==> src/rtl/alu_pkg.sv <==
// Shared definitions for the EX-stage ALU and the control decoder that drives ALUOp.
package alu_pkg;

    localparam int unsigned ALU_W  = 32;
    localparam int unsigned OP_W   = 5;
    localparam int unsigned SHAMT_W = 5;

    localparam logic [OP_W-1:0] ALU_ADD  = 5'b00000;
    localparam logic [OP_W-1:0] ALU_SUB  = 5'b00001;
    localparam logic [OP_W-1:0] ALU_AND  = 5'b00010;
    localparam logic [OP_W-1:0] ALU_OR   = 5'b00011;
    localparam logic [OP_W-1:0] ALU_SLL  = 5'b00100;
    localparam logic [OP_W-1:0] ALU_SRL  = 5'b00101;
    localparam logic [OP_W-1:0] ALU_SRA  = 5'b00110;
    localparam logic [OP_W-1:0] ALU_XOR  = 5'b00111;
    localparam logic [OP_W-1:0] ALU_NOR  = 5'b01000;
    localparam logic [OP_W-1:0] ALU_SLT  = 5'b01001;
    localparam logic [OP_W-1:0] ALU_SLTU = 5'b01010;
    localparam logic [OP_W-1:0] ALU_LUI  = 5'b01011;

endpackage

==> src/rtl/alu_shifter.sv <==
// Barrel shifter for SLL/SRL/SRA; all three results are produced in parallel.
module alu_shifter
    import alu_pkg::*;
(
    input  logic [SHAMT_W-1:0] shamt,
    input  logic [ALU_W-1:0]   value_in,
    output logic [ALU_W-1:0]   sll_out,
    output logic [ALU_W-1:0]   srl_out,
    output logic [ALU_W-1:0]   sra_out
);

    assign sll_out = value_in << shamt;
    assign srl_out = value_in >> shamt;
    assign sra_out = $unsigned($signed(value_in) >>> shamt);

endmodule

==> src/rtl/alu.sv <==
// 32-bit EX-stage ALU: combinational op select followed by a single result register.
module alu
    import alu_pkg::*;
(
    input  logic              clk,
    input  logic              reset,
    input  logic [ALU_W-1:0]  ALUIn1,
    input  logic [ALU_W-1:0]  ALUIn2,
    input  logic [OP_W-1:0]   ALUOp,
    output logic [ALU_W-1:0]  ALUOut
);

    logic [ALU_W-1:0] alu_out_d;
    logic [ALU_W-1:0] alu_out_q;
    logic [ALU_W-1:0] sll_res;
    logic [ALU_W-1:0] srl_res;
    logic [ALU_W-1:0] sra_res;
    logic             slt_res;
    logic             sltu_res;

    // Only the low five bits of operand A form the shift amount.
    alu_shifter u_shifter (
        .shamt    (ALUIn1[SHAMT_W-1:0]),
        .value_in (ALUIn2),
        .sll_out  (sll_res),
        .srl_out  (srl_res),
        .sra_out  (sra_res)
    );

    assign slt_res  = $signed(ALUIn1) < $signed(ALUIn2);
    assign sltu_res = ALUIn1 < ALUIn2;

    always_comb begin
        alu_out_d = '0;
        case (ALUOp)
            ALU_ADD:  alu_out_d = ALUIn1 + ALUIn2;
            ALU_SUB:  alu_out_d = ALUIn1 - ALUIn2;
            ALU_AND:  alu_out_d = ALUIn1 & ALUIn2;
            ALU_OR:   alu_out_d = ALUIn1 | ALUIn2;
            ALU_SLL:  alu_out_d = sll_res;
            ALU_SRL:  alu_out_d = srl_res;
            ALU_SRA:  alu_out_d = sra_res;
            ALU_XOR:  alu_out_d = ALUIn1 ^ ALUIn2;
            ALU_NOR:  alu_out_d = ~(ALUIn1 | ALUIn2);
            ALU_SLT:  alu_out_d = {{(ALU_W-1){1'b0}}, slt_res};
            ALU_SLTU: alu_out_d = {{(ALU_W-1){1'b0}}, sltu_res};
            ALU_LUI:  alu_out_d = {ALUIn2[15:0], 16'h0000};
            default:  alu_out_d = '0;
        endcase
    end

    always_ff @(posedge clk) begin
        if (reset) begin
            alu_out_q <= '0;
        end else begin
            alu_out_q <= alu_out_d;
        end
    end

    assign ALUOut = alu_out_q;

endmodule

==> config.mk <==
export PLATFORM = sky130hd
export DESIGN_NAME = alu
export DESIGN_NICKNAME = d
export VERILOG_FILES = /design/src/rtl/alu_pkg.sv /design/src/rtl/alu_shifter.sv /design/src/rtl/alu.sv
export SDC_FILE = /design/constraint.sdc
export NUM_CORES = 1
export LEC_CHECK = 0
export ABC_AREA = 1
export ABC_CLOCK_PERIOD_IN_PS = 3300
export CAP_MARGIN = 40
export CORE_UTILIZATION = 40
export CTS_BUF_LIST = sky130_fd_sc_hd__clkbuf_4 sky130_fd_sc_hd__clkbuf_8 sky130_fd_sc_hd__clkbuf_16
export CTS_CLUSTER_SIZE = 30
export DETAILED_ROUTE_END_ITERATION = 8
export GPL_ROUTABILITY_DRIVEN = 0
export GPL_TIMING_DRIVEN = 1
export PLACE_DENSITY_LB_ADDON = 0.1
export REMOVE_ABC_BUFFERS = 1
export SLEW_MARGIN = 15
export SYNTH_ARGS = -nofsm -noshare
export SYNTH_HDL_FRONTEND = slang
export SYNTH_SLANG_ARGS = --single-unit
==> constraint.sdc <==
create_clock -name clk -period 3.3 [get_ports clk]
set_input_delay 0.99 -clock clk [delete_from_list [all_inputs] [get_ports clk]]
set_output_delay 0.99 -clock clk [all_outputs]
set_load 0.01 [all_outputs]
==> run_results.csv, run 1 <==
group,metric,value,unit
clocking,cts_tree,"done",
critical_path,start_kind,"primary input",
timing,clock.fmax,313,MHz
global_route,grt_pass1_wl,88300,um
power_and_ir_drop,power.density,206,nW/um^2
detailed_routing,vias_per_cell,5.61,
synthesis,synth_ff_type,"dfxtp_1",
floorplanning,rows,61,
detailed_routing,drt-pass1-iter-count,8,
detailed_routing,ant_nets,0,
synthesis,netlist_area,11400,um^2
critical_path,path_common_cell,"nand2_1",
synthesis,synth_cell_types,45,
timing,finalMaxSlewViolations,0,
critical_path,path_max_fanout,24,
floorplanning,core,27900,um^2
run_status,outcome,"finished clean",
critical_path,path_cells,"clkdlybuf4s50_1 > buf_6 > inv_4 > buf_4 > buf_12 > nand2_1 > nand3_1 > nand3_1 > nand2_1 > buf_4 > nand2_1 > nand2_1 > o21ai_0 > nand2_1 > nand2_1 > a21oi_1",
power_and_ir_drop,irDropWorstVdd,0.000157,V
place,hpwl,49100,um
timing,rsz0062_at_grt,"yes",
critical_path,critPathRequiredTime,3.48,ns
critical_path,slowest_stage,"clkdlybuf4s50_1",
synthesis,yosysWarnings,0,
timing,setup_viol,0,
critical_path,max_stage_delay,0.47,ns
timing,relSlewSlack,0.382,
global_route,grt_overflow,0,
clocking,cts_sinks,32,
timing,hold_ws,1.37,ns
synthesis,synth.largest_area_cell,"nand2_1",
detailed_routing,drtIter0Drc,2254,
cells_and_area,nFillCells,2997,
place,port_buffers,102,
min_path,hold_depth,5,
global_route,groute.usage.overall,0.408,
clocking,numCtsBuffers,5,
min_path,hold_end,"ALUOut[2]",
synthesis,synth_edf_count,0,
floorplanning,io_pins,103,
timing,tightest_slew,0.926,ns
synthesis,yosysSeqAreaShare,0.0564,
detailed_routing,wl,59700,um
cells_and_area,largest_reg_flops,32,
timing,finalCriticalPeriod,3.20,ns
cells_and_area,area_growth,36.1,%
global_route,grt_pass1_vias,15593,
min_path,hold_class,"in2reg",
floorplanning,die_w,171,um
synthesis,synthTopCellsByCount,"nand2_1 (834), nand3_1 (380), inv_1 (311), nor2_1 (204), ha_1 (98)",
detailed_routing,drc,0,
timing,final-hold-violation-count,0,
synthesis,yosysMostFrequentCell,"nand2_1",
synthesis,ys_ff_latch,32,
power_and_ir_drop,p_leak,8.57,nW
floorplanning,die_area,29100,um^2
run,max_cap_viol_count,0,
global_route,antenna_found_initial,2,
synthesis,synth.top_cell.area_share,0.275,
timing,post-route-period-util,0.969,
clocking,cts_buffer_depth,2,
synthesis,synth_top_cells_by_area,"nand2_1 (28%), nand3_1 (17%), ha_1 (11%), inv_1 (10%), nor2_1 (6.7%)",
floorplanning,die_h,171,um
clocking,root_buffer,"clkbuf_16",
min_path,min_from,"ALUIn1[2]",
synthesis,async_reset_ff_frac,0,
clocking,cts.clk_slew.worst_paths,0.07,ns
timing,finalSetupTns,0,ns
global_route,grt_max_degree,67,
floorplanning,start_util,0.408,
critical_path,worst-setup-path-type,"in2reg",
detailed_routing,wl_per_cell,19.8,um
critical_path,worstPathArrival,3.38,ns
synthesis,synth_cells,2281,
power_and_ir_drop,total_power,3.19,mW
detailed_routing,vias,16902,
clocking,postCtsHoldBufs,0,
clocking,htreeDepth,2,
critical_path,critPathCaptureType,"flop",
synthesis,syn_avg_cell_area,4.98,um^2
cells_and_area,finalNetCount,2807,
cells_and_area,drive_gt1_frac,0.167,
timing repair:
item	CTS	global route
setup buffers	0	1
gates resized for setup	7	60
hold endpoints to repair	0	0
endpoints found under the setup margin	10	24
cloned	0	0
pin swaps	0	1
routing by layer:
layer,global-route usage,up-vias,share of wire
met3,0.0784,243,0.12
met5,0,-,0.00030
met1,0.514,7667,0.38
li1,-,7936,-
met2,0.632,1054,0.42
met4,0.264,2,0.074
where the power goes:
group	leakage [nW]	internal [mW]	switching, mW
logic	8.23	0.893	1.34
registers	0.261	0.407	0.0147
clock network	0.0701	0.285	0.247
total	8.57	1.59	1.60
logic make-up after synthesis:
kind of cell	count (synthesis)	synth area share
and+or+nand+nor	1504	0.562
DFF	32	0.0564
AOI/OAI and AO/OA	216	0.108
buffers and inverters	420	0.156
adders and majority gates	100	0.111
xor gates and xnor gates	9	0.00694
worst max path at each step:
stage                         start    endpoint  slack (ns)  depth (start not counted)
final                     ALUIn1[0]  ALUOut[13]        0.10                         16
after global routing      ALUIn2[8]  ALUOut[28]      -0.005                         17
after CTS                 ALUIn1[0]  ALUOut[30]       0.007                         17
after detailed placement  ALUIn1[3]   ALUOut[6]       -0.44                         16
after global placement    ALUIn1[4]  ALUOut[20]       -0.42                         17
after floorplan           ALUIn1[2]  ALUOut[31]        0.32                         13
area by class of cell:
type                    count  area [um^2]  share of cell area
inverters                 320         1210              0.0780
well taps                 378          473              0.0306
clock buffers               6          133             0.00857
clock inverters             1         5.00            0.000324
diodes                      1         2.50            0.000162
flip-flops and latches     32          641              0.0414
repair buffers            448         3820               0.247
multi-input cells        1829         9190               0.594
placed cells by master, fill, tap and decap left out, types with 3 or more instances in the layout:
cell type and count:
a211oi_1 4, a21oi_1 75, a21oi_2 4, and2_1 10, buf_12 16, buf_4 328, clkbuf_16 5, clkdlybuf4s50_1 95
dfxtp_1 32, dlymetal6s2s_1 3, ha_1 77, ha_2 14, ha_4 7, inv_1 309, inv_2 9, nand2_1 830
nand2_2 9, nand3_1 372, nand3_2 10, nand3b_1 6, nand4_1 20, nor2_1 199, nor2_2 14, nor2_4 8
nor3_1 13, nor4_1 5, o211ai_1 17, o21ai_0 69, o21ai_1 14, o21bai_1 8, o221ai_1 3, o22ai_1 10
xor2_1 9
metrics by stage:
step | utilization | setup WS [ns] | area, um^2 | instances
floorplan | - | 0.324 | 10800 | 2181
global placement | 0.541 | -0.422 | 15100 | 3006
detailed placement | 0.541 | -0.436 | 15100 | 3006
CTS | 0.547 | 0.00702 | 15200 | 3013
global route | 0.555 | -0.00519 | 15500 | 3014
finish | 0.555 | 0.101 | 15500 | 3015
critical path: cells and delay by family:
family | cells | cell delay (ns)
buf+inv | 6 | 1.12
simple gates | 8 | 0.86
compound gates | 2 | 0.39
No activity file was read; power rests on OpenSTA's default activity.
==> run 2, diff against run 1 <==
Settings changed: CORE_UTILIZATION 40 to 48, CTS_BUF_LIST sky130_fd_sc_hd__clkbuf_4 sky130_fd_sc_hd__clkbuf_8 sky130_fd_sc_hd__clkbuf_16 to sky130_fd_sc_hd__clkbuf_16, GPL_ROUTABILITY_DRIVEN 0 to unset.
==> run 2 against run 1 <==
Effect of this change:
- sequential power is essentially flat
- total power grew 1.2%
- largest power group unchanged
- non-clock buffer count is the same
- worst hold slack lost 0.018 ns
- die area shrank 16%
- flip-flop and latch count is the same
- worst setup slack lost 0.045 ns
- cell count shrank 2.2%
==> run_results.csv, run 2 (synthesis results as in run 1) <==
group,metric,value,unit
run_status,outcome,"finished clean",
detailed_routing,vias_per_cell,5.79,
place,gp_congestion,1.11,
global_route,grt_pass1_wl,90500,um
global_route,groute.usage.overall,0.500,
critical_path,critPathCaptureType,"flop",
global_route,antenna_found_initial,2,
global_route,grt_pass1_vias,15973,
timing,rsz0062_at_grt,"yes",
clocking,numCtsBuffers,5,
global_route,grt_overflow,0,
critical_path,path_max_fanout,6,
cells_and_area,nFillCells,2314,
floorplanning,rows,55,
place,port_buffers,102,
floorplanning,io_pins,103,
cells_and_area,finalNetCount,2807,
critical_path,path_common_cell,"nor2_1",
power_and_ir_drop,p_leak,8.54,nW
floorplanning,die_area,24300,um^2
timing,hold_ws,1.36,ns
cells_and_area,area_growth,35.3,%
global_route,top_usage_layer,"met2",
timing,clock.fmax,308,MHz
clocking,cts_setup_buffers,0,
power_and_ir_drop,total_power,3.23,mW
cells_and_area,drive_gt1_frac,0.175,
clocking,cts_buffer_depth,2,
critical_path,max_stage_delay,0.42,ns
global_route,met2_usage,0.777,
detailed_routing,wl,61200,um
cells_and_area,diodes,0,
detailed_routing,ant_nets,0,
global_route,use_met3,0.120,
cells_and_area,largest_reg_flops,32,
timing,post-route-period-util,0.983,
detailed_routing,drc,0,
floorplanning,die_h,156,um
min_path,hold_class,"in2reg",
power_and_ir_drop,irDropWorstVdd,0.000177,V
place,hpwl,50400,um
timing,final-hold-violation-count,0,
clocking,cts_tree,"done",
critical_path,worst-setup-path-type,"in2reg",
detailed_routing,wl_per_cell,20.8,um
clocking,htreeDepth,2,
critical_path,crit_family,"simple AND/OR/NAND/NOR gates",
floorplanning,core,22900,um^2
detailed_routing,drt-pass1-iter-count,8,
floorplanning,die_w,156,um
clocking,cts_sinks,32,
timing,finalMaxSlewViolations,0,
cells_and_area,layout_common_cells,"nand2_1 (826), nand3_1 (369), buf_4 (334), inv_1 (305), nor2_1 (189)",
run,max_cap_viol_count,0,
timing,tightest_slew,0.907,ns
critical_path,start_kind,"primary input",
timing,finalCriticalPeriod,3.24,ns
clocking,root_buffer,"clkbuf_16",
global_route,grt_max_degree,65,
critical_path,worstPathArrival,3.43,ns
critical_path,slowest_stage,"clkdlybuf4s50_1",
floorplanning,start_util,0.496,
detailed_routing,drtIter0Drc,2213,
critical_path,path_buf_inv,4,
timing,relSlewSlack,0.395,
critical_path,path_cells,"clkdlybuf4s50_1 > inv_1 > ha_2 > buf_4 > nor2_1 > nand2_1 > nor2_1 > nand2_1 > nand3_1 > buf_4 > nand2_1 > a21oi_1 > nor2_1 > nor2_1 > nor2_1",
clocking,cts.clk_slew.worst_paths,0.07,ns
critical_path,critPathRequiredTime,3.49,ns
global_route,use_met1,0.595,
detailed_routing,vias,17065,
timing,setup_viol,0,
power_and_ir_drop,power.density,210,nW/um^2
cells_and_area,final_common_cell,"nand2_1",
## run 2: cell types whose count changed in the layout (fill, tap and decap cells not counted), sizes merged
cell | previous run | this run
clkinvlp | 0 | 1
dlymetal6s2s | 3 | 2
clkdlybuf4s50 | 95 | 98
dlygate4sd2 | 2 | 0
diode | 1 | 0
clkbuf | 6 | 5
## run 2: path summary, 6_finish.rpt
kind / depth (start not counted) / end / start
worst max-delay path: 15 / ALUOut[29] / ALUIn2[9]
worst min-delay path: 5 / ALUOut[2] / ALUIn1[2]
## run 2: metrics by stage
step | cells | area, um^2 | utilization | TNS, ns | setup WS [ns]
after floorplan | 2181 | 10800 | - | 0 | 0.324
final | 2949 | 15400 | 0.671 | 0 | 0.0566
after CTS | 2949 | 15100 | 0.657 | 0 | 0.0111
after detailed placement | 2942 | 14900 | 0.650 | -7.49 | -0.473
after global placement | 2942 | 14900 | 0.650 | -6.66 | -0.453
after global routing | 2949 | 15400 | 0.671 | -0.0250 | -0.0158
## run 2: layout make-up
cell class / count / area (um^2) / share of cell area
Sequential cell: 32 / 641 / 0.0416
Inverter: 320 / 1210 / 0.0784
Tap cell: 313 / 392 / 0.0255
Clock inverter: 2 / 12.5 / 0.000813
Timing Repair Buffer: 448 / 3730 / 0.242
Multi-Input combinational cell: 1829 / 9280 / 0.603
Clock buffer: 5 / 125 / 0.00813
## run 2: power by group
group	switching [mW]	internal [mW]
clock network	0.241	0.276
logic	1.39	0.904
registers	0.0127	0.407
total	1.64	1.59
## run 2: per-layer routing
metal | vias up | wire length (um)
met5 | - | 17
met4 | 2 | 5350
met3 | 334 | 7190
met2 | 1154 | 26000
met1 | 7628 | 22700
li1 | 7947 | -
## run 2: repair_timing
action / in CTS / in global routing
gates resized for setup: 5 / 86
setup endpoints to repair: 7 / 26
hold buffers: 0 / 0
pin swaps: 0 / 8
endpoints found under the hold margin: 0 / 0
